--- config.mk ---
export PLATFORM = sky130hd
export DESIGN_NAME = mole_draw_scheduler_flat
export DESIGN_NICKNAME = d
export VERILOG_FILES = /design/src/rtl/mole_draw_scheduler_if.sv /design/src/rtl/mole_draw_scheduler.sv /design/src/flat_wrapper.sv
export SDC_FILE = /design/constraint.sdc
export NUM_CORES = 1
export LEC_CHECK = 0
export BUFFER_PORTS_ARGS = -buffer_cell sky130_fd_sc_hd__clkbuf_2
export CELL_PAD_IN_SITES_DETAIL_PLACEMENT = 0
export CELL_PAD_IN_SITES_GLOBAL_PLACEMENT = 1
export CORE_ASPECT_RATIO = 1.1
export CORE_MARGIN = 5
export CORE_UTILIZATION = 48
export DETAILED_ROUTE_END_ITERATION = 7
export PLACE_DENSITY_LB_ADDON = 0.1
export SLEW_MARGIN = 30
export SYNTH_ARGS = -nofsm -noshare
export SYNTH_HDL_FRONTEND = slang
export SYNTH_SLANG_ARGS = --single-unit
--- constraint.sdc ---
create_clock -name clock -period 4.2 [get_ports clock]
set_clock_uncertainty 0.15 [all_clocks]
set_input_delay 0.21 -clock clock [delete_from_list [all_inputs] [get_ports clock]]
set_output_delay 0.21 -clock clock [all_outputs]
set_load 0.03 [all_outputs]
--- src/rtl/mole_draw_scheduler_if.sv ---
// Pixel-plot bus between the mole draw scheduler and its requester/VGA side.
// The scheduler uses the slave view; the requester/observer uses the master view.
interface mole_draw_scheduler_if;
   logic [2:0] mole;
   logic       clear;
   logic [7:0] x;
   logic [6:0] y;
   logic [2:0] colour;
   logic       plot;
   logic       busy;
   logic [2:0] shown;

   modport master (
      output mole, clear,
      input  x, y, colour, plot, busy, shown
   );

   modport slave (
      input  mole, clear,
      output x, y, colour, plot, busy, shown
   );
endinterface

--- src/rtl/mole_draw_scheduler.sv ---
// Repaints the three mole boxes pixel by pixel whenever the requested mole state
// differs from what is on screen; round-robin between boxes, clear-all has priority.
module mole_draw_scheduler #(
   parameter int unsigned BOX_W    = 8,
   parameter int unsigned BOX_H    = 8,
   parameter int unsigned X_BASE0  = 1,
   parameter int unsigned X_BASE1  = 9,
   parameter int unsigned X_BASE2  = 17,
   parameter int unsigned Y_TOP    = 33,
   parameter logic [2:0]  COL_UP   = 3'b100,
   parameter logic [2:0]  COL_DOWN = 3'b000
) (
   input logic                  clock,
   input logic                  resetn,
   mole_draw_scheduler_if.slave bus
);

   typedef enum logic [1:0] {IDLE, BOX, CLEAR} state_t;

   state_t     state;
   logic [1:0] slot;
   logic [1:0] rr_ptr;
   logic [1:0] pick;
   logic       col;
   logic       clr_pend;
   logic [3:0] col_cnt;
   logic [3:0] row;
   logic [2:0] shown_r;
   logic [2:0] colour_r;
   logic [2:0] dirty;
   logic [7:0] x_r;
   logic [7:0] x_base;
   logic [6:0] y_r;
   logic       plot_r;
   logic       busy_r;
   logic       last_col;
   logic       last_row;

   function automatic logic [1:0] next_slot(input logic [1:0] s);
      return (s == 2'd2) ? 2'd0 : s + 2'd1;
   endfunction

   // First dirty box at or after rr_ptr, wrapping mod 3.
   always_comb begin
      dirty = bus.mole ^ shown_r;
      if (dirty[rr_ptr])
         pick = rr_ptr;
      else if (dirty[next_slot(rr_ptr)])
         pick = next_slot(rr_ptr);
      else
         pick = next_slot(next_slot(rr_ptr));
   end

   always_comb begin
      case (slot)
         2'd0:    x_base = 8'(X_BASE0);
         2'd1:    x_base = 8'(X_BASE1);
         default: x_base = 8'(X_BASE2);
      endcase
      last_col = (col_cnt == 4'(BOX_W - 1));
      last_row = (row == 4'(BOX_H - 1));
   end

   always_ff @(posedge clock or negedge resetn) begin
      if (!resetn) begin
         state    <= IDLE;
         slot     <= '0;
         rr_ptr   <= '0;
         col      <= 1'b0;
         clr_pend <= 1'b0;
         col_cnt  <= '0;
         row      <= '0;
         shown_r  <= '0;
         x_r      <= '0;
         y_r      <= '0;
         colour_r <= '0;
         plot_r   <= 1'b0;
         busy_r   <= 1'b0;
      end else begin
         case (state)
            IDLE: begin
               plot_r <= 1'b0;
               if (bus.clear || clr_pend) begin
                  state    <= CLEAR;
                  busy_r   <= 1'b1;
                  slot     <= '0;
                  clr_pend <= 1'b0;
                  col      <= 1'b0;
                  col_cnt  <= '0;
                  row      <= '0;
               end else if (dirty != '0) begin
                  state   <= BOX;
                  busy_r  <= 1'b1;
                  slot    <= pick;
                  col     <= bus.mole[pick];
                  col_cnt <= '0;
                  row     <= '0;
               end
            end
            BOX, CLEAR: begin
               if (bus.clear)
                  clr_pend <= 1'b1;
               plot_r   <= 1'b1;
               x_r      <= x_base + {4'd0, col_cnt};
               y_r      <= 7'(Y_TOP) + {3'd0, row};
               colour_r <= (state == BOX && col) ? COL_UP : COL_DOWN;
               if (last_col) begin
                  col_cnt <= '0;
                  row     <= last_row ? '0 : row + 4'd1;
               end else begin
                  col_cnt <= col_cnt + 4'd1;
               end
               // CLEAR walks slots 0..2 back to back with no idle gap.
               if (last_col && last_row) begin
                  if (state == BOX) begin
                     shown_r[slot] <= col;
                     rr_ptr        <= next_slot(slot);
                     state         <= IDLE;
                     busy_r        <= 1'b0;
                  end else if (slot == 2'd2) begin
                     shown_r <= '0;
                     state   <= IDLE;
                     busy_r  <= 1'b0;
                  end else begin
                     slot <= slot + 2'd1;
                  end
               end
            end
            default: begin
               state  <= IDLE;
               plot_r <= 1'b0;
               busy_r <= 1'b0;
            end
         endcase
      end
   end

   assign bus.x      = x_r;
   assign bus.y      = y_r;
   assign bus.colour = colour_r;
   assign bus.plot   = plot_r;
   assign bus.busy   = busy_r;
   assign bus.shown  = shown_r;

endmodule

--- src/flat_wrapper.sv ---
// flat-port wrapper written by rule: the top's interface ports become plain ports
module mole_draw_scheduler_flat 
#(
   parameter int unsigned BOX_W    = 8,
   parameter int unsigned BOX_H    = 8,
   parameter int unsigned X_BASE0  = 1,
   parameter int unsigned X_BASE1  = 9,
   parameter int unsigned X_BASE2  = 17,
   parameter int unsigned Y_TOP    = 33,
   parameter logic [2:0]  COL_UP   = 3'b100,
   parameter logic [2:0]  COL_DOWN = 3'b000
)
  (clock, resetn, bus_mole, bus_clear, bus_x, bus_y, bus_colour, bus_plot, bus_busy, bus_shown);
  mole_draw_scheduler_if bus_i ();
  input logic clock;
  input logic resetn;
  input wire logic [$bits(bus_i.mole)-1:0] bus_mole;
  input wire logic [$bits(bus_i.clear)-1:0] bus_clear;
  output wire logic [$bits(bus_i.x)-1:0] bus_x;
  output wire logic [$bits(bus_i.y)-1:0] bus_y;
  output wire logic [$bits(bus_i.colour)-1:0] bus_colour;
  output wire logic [$bits(bus_i.plot)-1:0] bus_plot;
  output wire logic [$bits(bus_i.busy)-1:0] bus_busy;
  output wire logic [$bits(bus_i.shown)-1:0] bus_shown;
  assign bus_i.mole = bus_mole;
  assign bus_i.clear = bus_clear;
  assign bus_x = bus_i.x;
  assign bus_y = bus_i.y;
  assign bus_colour = bus_i.colour;
  assign bus_plot = bus_i.plot;
  assign bus_busy = bus_i.busy;
  assign bus_shown = bus_i.shown;
  mole_draw_scheduler #(.BOX_W(BOX_W), .BOX_H(BOX_H), .X_BASE0(X_BASE0), .X_BASE1(X_BASE1), .X_BASE2(X_BASE2), .Y_TOP(Y_TOP), .COL_UP(COL_UP), .COL_DOWN(COL_DOWN)) u_core (.clock(clock), .resetn(resetn), .bus(bus_i));
endmodule
# Word-level counts from Yosys, hierarchy flattened
# Index checks and enable logic that the tools add are counted.
word_totals:
  ff_bits: 39
  input_bits: 6
  out_inout_bits: 23
classes:
  eq_ne: 16
  muxes: 49
  n_bitwise: 1
  add_sub_neg: 7
  magnitude_cmp: 5
  reduce_logical: 19
op_table:
  columns: ["operator", "count"]
  rows:
  - ["2-to-1 mux 2 bit", 15]
  - ["2-to-1 mux 4 bit", 5]
  - ["case mux 4 bit (2 select lines)", 2]
  - ["AND reduction 3 bit", 5]
  - ["2-to-1 mux 1 bit", 14]
  - ["< comparator 2 x 3 -> 1 bit (second input constant)", 4]
  - ["case mux 5 bit (2 select lines)", 1]
  - ["2-to-1 mux 3 bit", 3]
  - ["adder 4 x 1 -> 4 bit (second input constant)", 2]
  - ["equality test 2 bit (second input constant)", 4]
  - ["equality test 4 x 3 -> 1 bit (second input constant)", 2]
  - ["case mux 2 bit (2 select lines)", 2]
  - ["adder 6 x 4 -> 7 bit (first input constant)", 1]
  - ["adder 2 x 1 -> 2 bit (second input constant)", 3]
  - ["adder 5 x 4 -> 6 bit", 1]
  - ["binary-select mux 1 bit (select 2 bit)", 3]
  - ["inequality test 2 x 1 -> 1 bit (second input constant)", 3]
  - ["inequality test 2 bit (second input constant)", 3]
  - ["inequality test 3 x 1 -> 1 bit (second input constant)", 2]
  - ["nonzero test 2 bit", 3]
  - ["AND reduction 5 bit", 1]
  - ["equality test 2 x 1 -> 1 bit (second input constant)", 2]
  - ["logical NOT 2 bit", 2]
  - ["case mux 1 bit (2 select lines)", 2]
  - ["other kinds (9)", 12]

# Logic depth before layout (Yosys ltp)
depth:
  ltp_word: 10
  mapped_depth: 7
  depth_no_buf: 6

# Worst setup path after synthesis
# No wires, ideal clock.
synth_path:
  path_kind: "flip-flop to flip-flop"
  from: "register u_core.state[1]"
  to: "register u_core.slot[0]"
  synth_period_minus_slack_ps: 2123
  n_path_buf: 0
  slack_ps: 2077
  path_stages_with_launch: 7
  t_arrival_ps: 1848
  cell_sequence: "dfrtp_1 > inv_1 > ha_1 > or3b_1 > o41ai_4 > a211oi_4 > mux2_4"
synth_between:
  elab_chain_cells: 4
synth_lines:
  columns: ["item", "line_no", "source"]
  rows:
  - ["from (decl)", "mole_draw_scheduler.sv:20", "state_t state;"]
  - ["from (signal assigned)", "mole_draw_scheduler.sv:66", "state <= IDLE;"]
  - ["from (signal assigned)", "mole_draw_scheduler.sv:84", "state <= CLEAR;"]
  - ["from (signal assigned)", "mole_draw_scheduler.sv:92", "state <= BOX;"]
  - ["equality test 2 bit / equality test 2 x 1 -> 1 bit (equally long branches)", "mole_draw_scheduler.sv:80, mole_draw_scheduler.sv:115", null]
  - ["OR reduction 2 bit", "mole_draw_scheduler.sv:80", "case (state)"]
  - ["inequality test 2 bit (no line), or another cell as far along", null, null]
  - ["AND reduction 5 bit (no line)", null, null]
  - ["to (signal assigned)", "mole_draw_scheduler.sv:94", "slot <= pick;"]
  - ["to (signal assigned)", "mole_draw_scheduler.sv:125", "slot <= slot + 2'd1;"]
  - ["to (decl)", "mole_draw_scheduler.sv:21", "logic [1:0] slot;"]
# Parallel ways exist; a longest one is shown, timed or not.
# A chain may end at the register's enable or synchronous reset.

# Worst setup path after layout
# Same ends and word-level chain as after synthesis.

==> implementation parameters <==
Parameter                              Value

Outcome
  Outcome ... finished, final reports clean

Floorplanning
  Die X-Extent ... 72.8 um
  Number of placement rows ... 25
  Die Height ... 79.1 um
  Area of the core region ... 4250 um2
  Starting density of the core ... 48.9%
  Io pins ... 29
  Die ar. ... 5760 um2

Detailed routing
  Avg WL per Cell ... 16.0 um
  Final routed wirelength across all metal layers ... 4.61 mm
  Via-per-instance ratio ... 5.74
  Number of vias after detailed routing ... 1,652
  Drt initial violations ... 131
  Drt pass-1 iters ... 6
  Antenna Violating Nets Remaining ... 0
  Count of unresolved DRC violations after routing ... 0

Logic synthesis
  Library cells used by synthesis ... 59
  Post-synthesis sequential area ratio ... 40.9%
  Yosys warns ... 0
  Main synth FF type ... dfrtp_1
  Count of mapped cells out of synthesis ... 211
  Proportion of synthesized flip-flops having asynchronous set or reset ... 100%
  Average instance area after synthesis ... 9.87 um2
  Syn Std Cell Area ... 2080 um2
  Count of flip-flops with a built-in enable after synthesis ... 0
  Flip-flop and latch count after synthesis ... 34

Critical path
  Critical register-to-register path startpoint ... u_core.state[1]
  Category of the critical setup timing path ... reg -> reg
  Critical path startpoint category ... flip-flop
  Required time reported for the critical path endpoint ... 4.23 ns
  Largest stage delay, worst path ... 0.72 ns
  Start point of the critical path ... u_core.state[1]
  Cell breakdown of the critical path ... inv_1, ha_1, or3b_1, o41ai_4, a211oi_4, mux2_4
  Crit end category ... flip-flop
  Crit path max-delay cell type ... o41ai_4
  Arrival time of data at the critical path endpoint ... 2.67 ns
  Maximum fanout along the worst path ... 14

Pwr
  Static power due to leakage ... 1.05 nW
  Internal cell power ... 0.000827 W
  Switching Power ... 0.000695 W
  Sequential group share of total power ... 32.6%
  Peak supply drop ... 358 uV
  Ratio of total power to cell area ... 659 nW/um2
  Post-layout total power ... 0.00152 W
  Clock group share of total power ... 16.6%
  Switching share of power ... 45.7%
  Logic gate share of total power ... 50.8%

Global route
  Met3 global-route usage ... 4.56%
  Met1 track demand over resource ... 22.2%
  Grt peak-use layer ... met2
  Congestion Overflow GR ... 0
  Maximum number of pins on one net before global-route repair ... 35
  Global-route wire length before repair ... 8.02 mm
  Global Route met2 Usage ... 28.7%
  Number of antenna violations at the first check in global routing ... 0
  Via count of the first global-routing pass ... 1,689
  Overall track demand over capacity in global routing ... 17.9%

Finish
  Final Non-Filler Cells ... 288
  Most common cell after layout, fill and taps aside ... dfrtp_1
  Leading cell types in the layout, fill and taps excluded ... 34 x dfrtp_1, 22 x clkbuf_2, 15 x inv_1, 15 x nand2_1, 12 x o21ai_0
  Share of layout cells above drive strength 1 ... 21.8%
  Fillcell total ... 412
  Area grow syn2layout ... 10.9%
  Number of nets in the final layout ... 249
  Count of inserted antenna diode cells ... 0

CTS
  Number of buffers inserted by post-CTS setup repair ... 0
  Cts repair resizes ... 0
  Number of levels the H-tree was split into ... 2
  Largest buffer count on any clock path ... 2
  TritonCTS clock tree ... done
  Clock-pin transition on the worst setup and hold timing paths ... 0.07 ns
  Hold Buf Count CTS ... 1
  Sink count of the clock tree ... 34
  Worst-skew pair later-pin latency ... 0.29 ns
  Total clock buffers created by CTS ... 5
  Root Buffer ... clkbuf_8

STA
  Measured slew at the worst slew-check pin ... 0.852 ns
  Final period demand of the worst path ... 2.65 ns
  Final hold violation count ... 0
  Number of setup violations in the final report ... 0
  Maximum frequency from static timing analysis ... 378 MHz
  Post-route clock period utilization ... 63.0%
  Sum Neg Setup Slack ... 0 ns
  Worst-case hold slack ... 0.150 ns
  Headroom to the max-slew limit ... 43.0%
  Total count of max-transition violations in the final report ... 0
  RSZ-0062 raised after global routing ... false

Place
  HPWL after detailed placement ... 3.32 mm
  Final RePlAce weighted congestion ... 0.859
  Number of placed cells counting well taps ... 279
  Buffers on Ports ... 23

Min path
  Hold Crit Start ... bus_clear
  Type of the worst min-delay path ... in -> reg

Flow run
  Max-capacitance violation count ... 0
==> sequential cells by signal, summed over array words and instances, names as in the netlist <==
name	count
u_core.bus.busy	1
u_core.bus.colour	1
u_core.bus.plot	1
u_core.bus.shown	3
u_core.bus.x	6
u_core.bus.y	6
u_core.clr_pend	1
u_core.col	1
u_core.col_cnt	4
u_core.row	4
u_core.rr_ptr	2
u_core.slot	2
u_core.state	2
==> logic make-up after synthesis <==
logic type	synth area share (%)
buf+inv	6.67
compound gates	20.9
flops	40.9
fa+ha+maj	6.01
mux	3.31
other cells	0.180
xor+xnor	4.51
simple gates	17.6
==> routing by layer <==
layer  wire [um]  vias up
li1            -      787
met1        1990      793
met2        2210       59
met3         240       13
met4         160        0
met5           0        -
==> cell usage after synthesis (4+ instances only) <==
cell type | instances | area [um2]
o21ai_0 | 12 | 60.1
a22o_1 | 5 | 43.8
xnor2_1 | 4 | 35.0
inv_1 | 15 | 56.3
dfrtp_1 | 34 | 851
nand2b_1 | 7 | 43.8
o31ai_1 | 4 | 30.0
nand2_1 | 15 | 56.3
buf_4 | 6 | 45.0
nor2_1 | 11 | 41.3
clkbuf_1 | 4 | 15.0
a21oi_1 | 7 | 35.0
ha_1 | 10 | 125
nand3_1 | 5 | 25.0
or4_1 | 4 | 30.0
==> power groups by stage <==
stage	Combinational, W	Sequential [W]	Clock, W
global route	0.000854	0.000509	0.000275
floorplan	0.000515	0.000580	0
finish	0.000773	0.000496	0.000253
global placement	0.000768	0.000494	0
detailed placement	0.000776	0.000502	0
CTS	0.000781	0.000496	0.000260
==> critical path: cells and delay by family (launching register included) <==
family / cells / cell delay, ns
flip-flops: 1 / 0.40
adder cells (fa/ha/maj): 1 / 0.25
multiplexers: 1 / 0.33
AO/OA/AOI/OAI: 2 / 0.82
AND/OR/NAND/NOR: 1 / 0.45
buffers and inverters: 1 / 0.15
==> per-stage QoR <==
step | utilization (%) | instance area, um2 | worst slack (ns)
finish | 54.3 | 2310 | 1.55
CTS | 54.3 | 2310 | 1.60
global route | 54.3 | 2310 | 1.47
detailed placement | 51.9 | 2210 | 1.61
floorplan | - | 2100 | 2.08
global placement | 51.9 | 2210 | 1.68
==> final cells by class <==
type,count,area [um2],share of cell area [%]
Clock buffer,7,86.3,3.74
Clock inverter,1,5.00,0.217
Inverter,16,60.1,2.60
Multi-Input combinational cell,151,1110,47.9
Sequential cell,34,851,36.8
Tap cell,54,67.6,2.93
Timing Repair Buffer,25,133,5.74
==> worst paths after layout <==
check | cells after the start | end | slack (ns)
worst max-delay path | 6 | u_core.slot[0] | 1.55
worst min-delay path | 3 | u_core.clr_pend | 0.15
worst max register to register | 6 | u_core.slot[0] | 1.55
worst min register to register | 1 | u_core.bus.y[5] | 0.32
max in group asynchronous | 2 | u_core.bus.shown[2] | 3.04
min in group asynchronous | 2 | u_core.bus.y[2] | 0.37
Power figures use the tool's default switching activity.
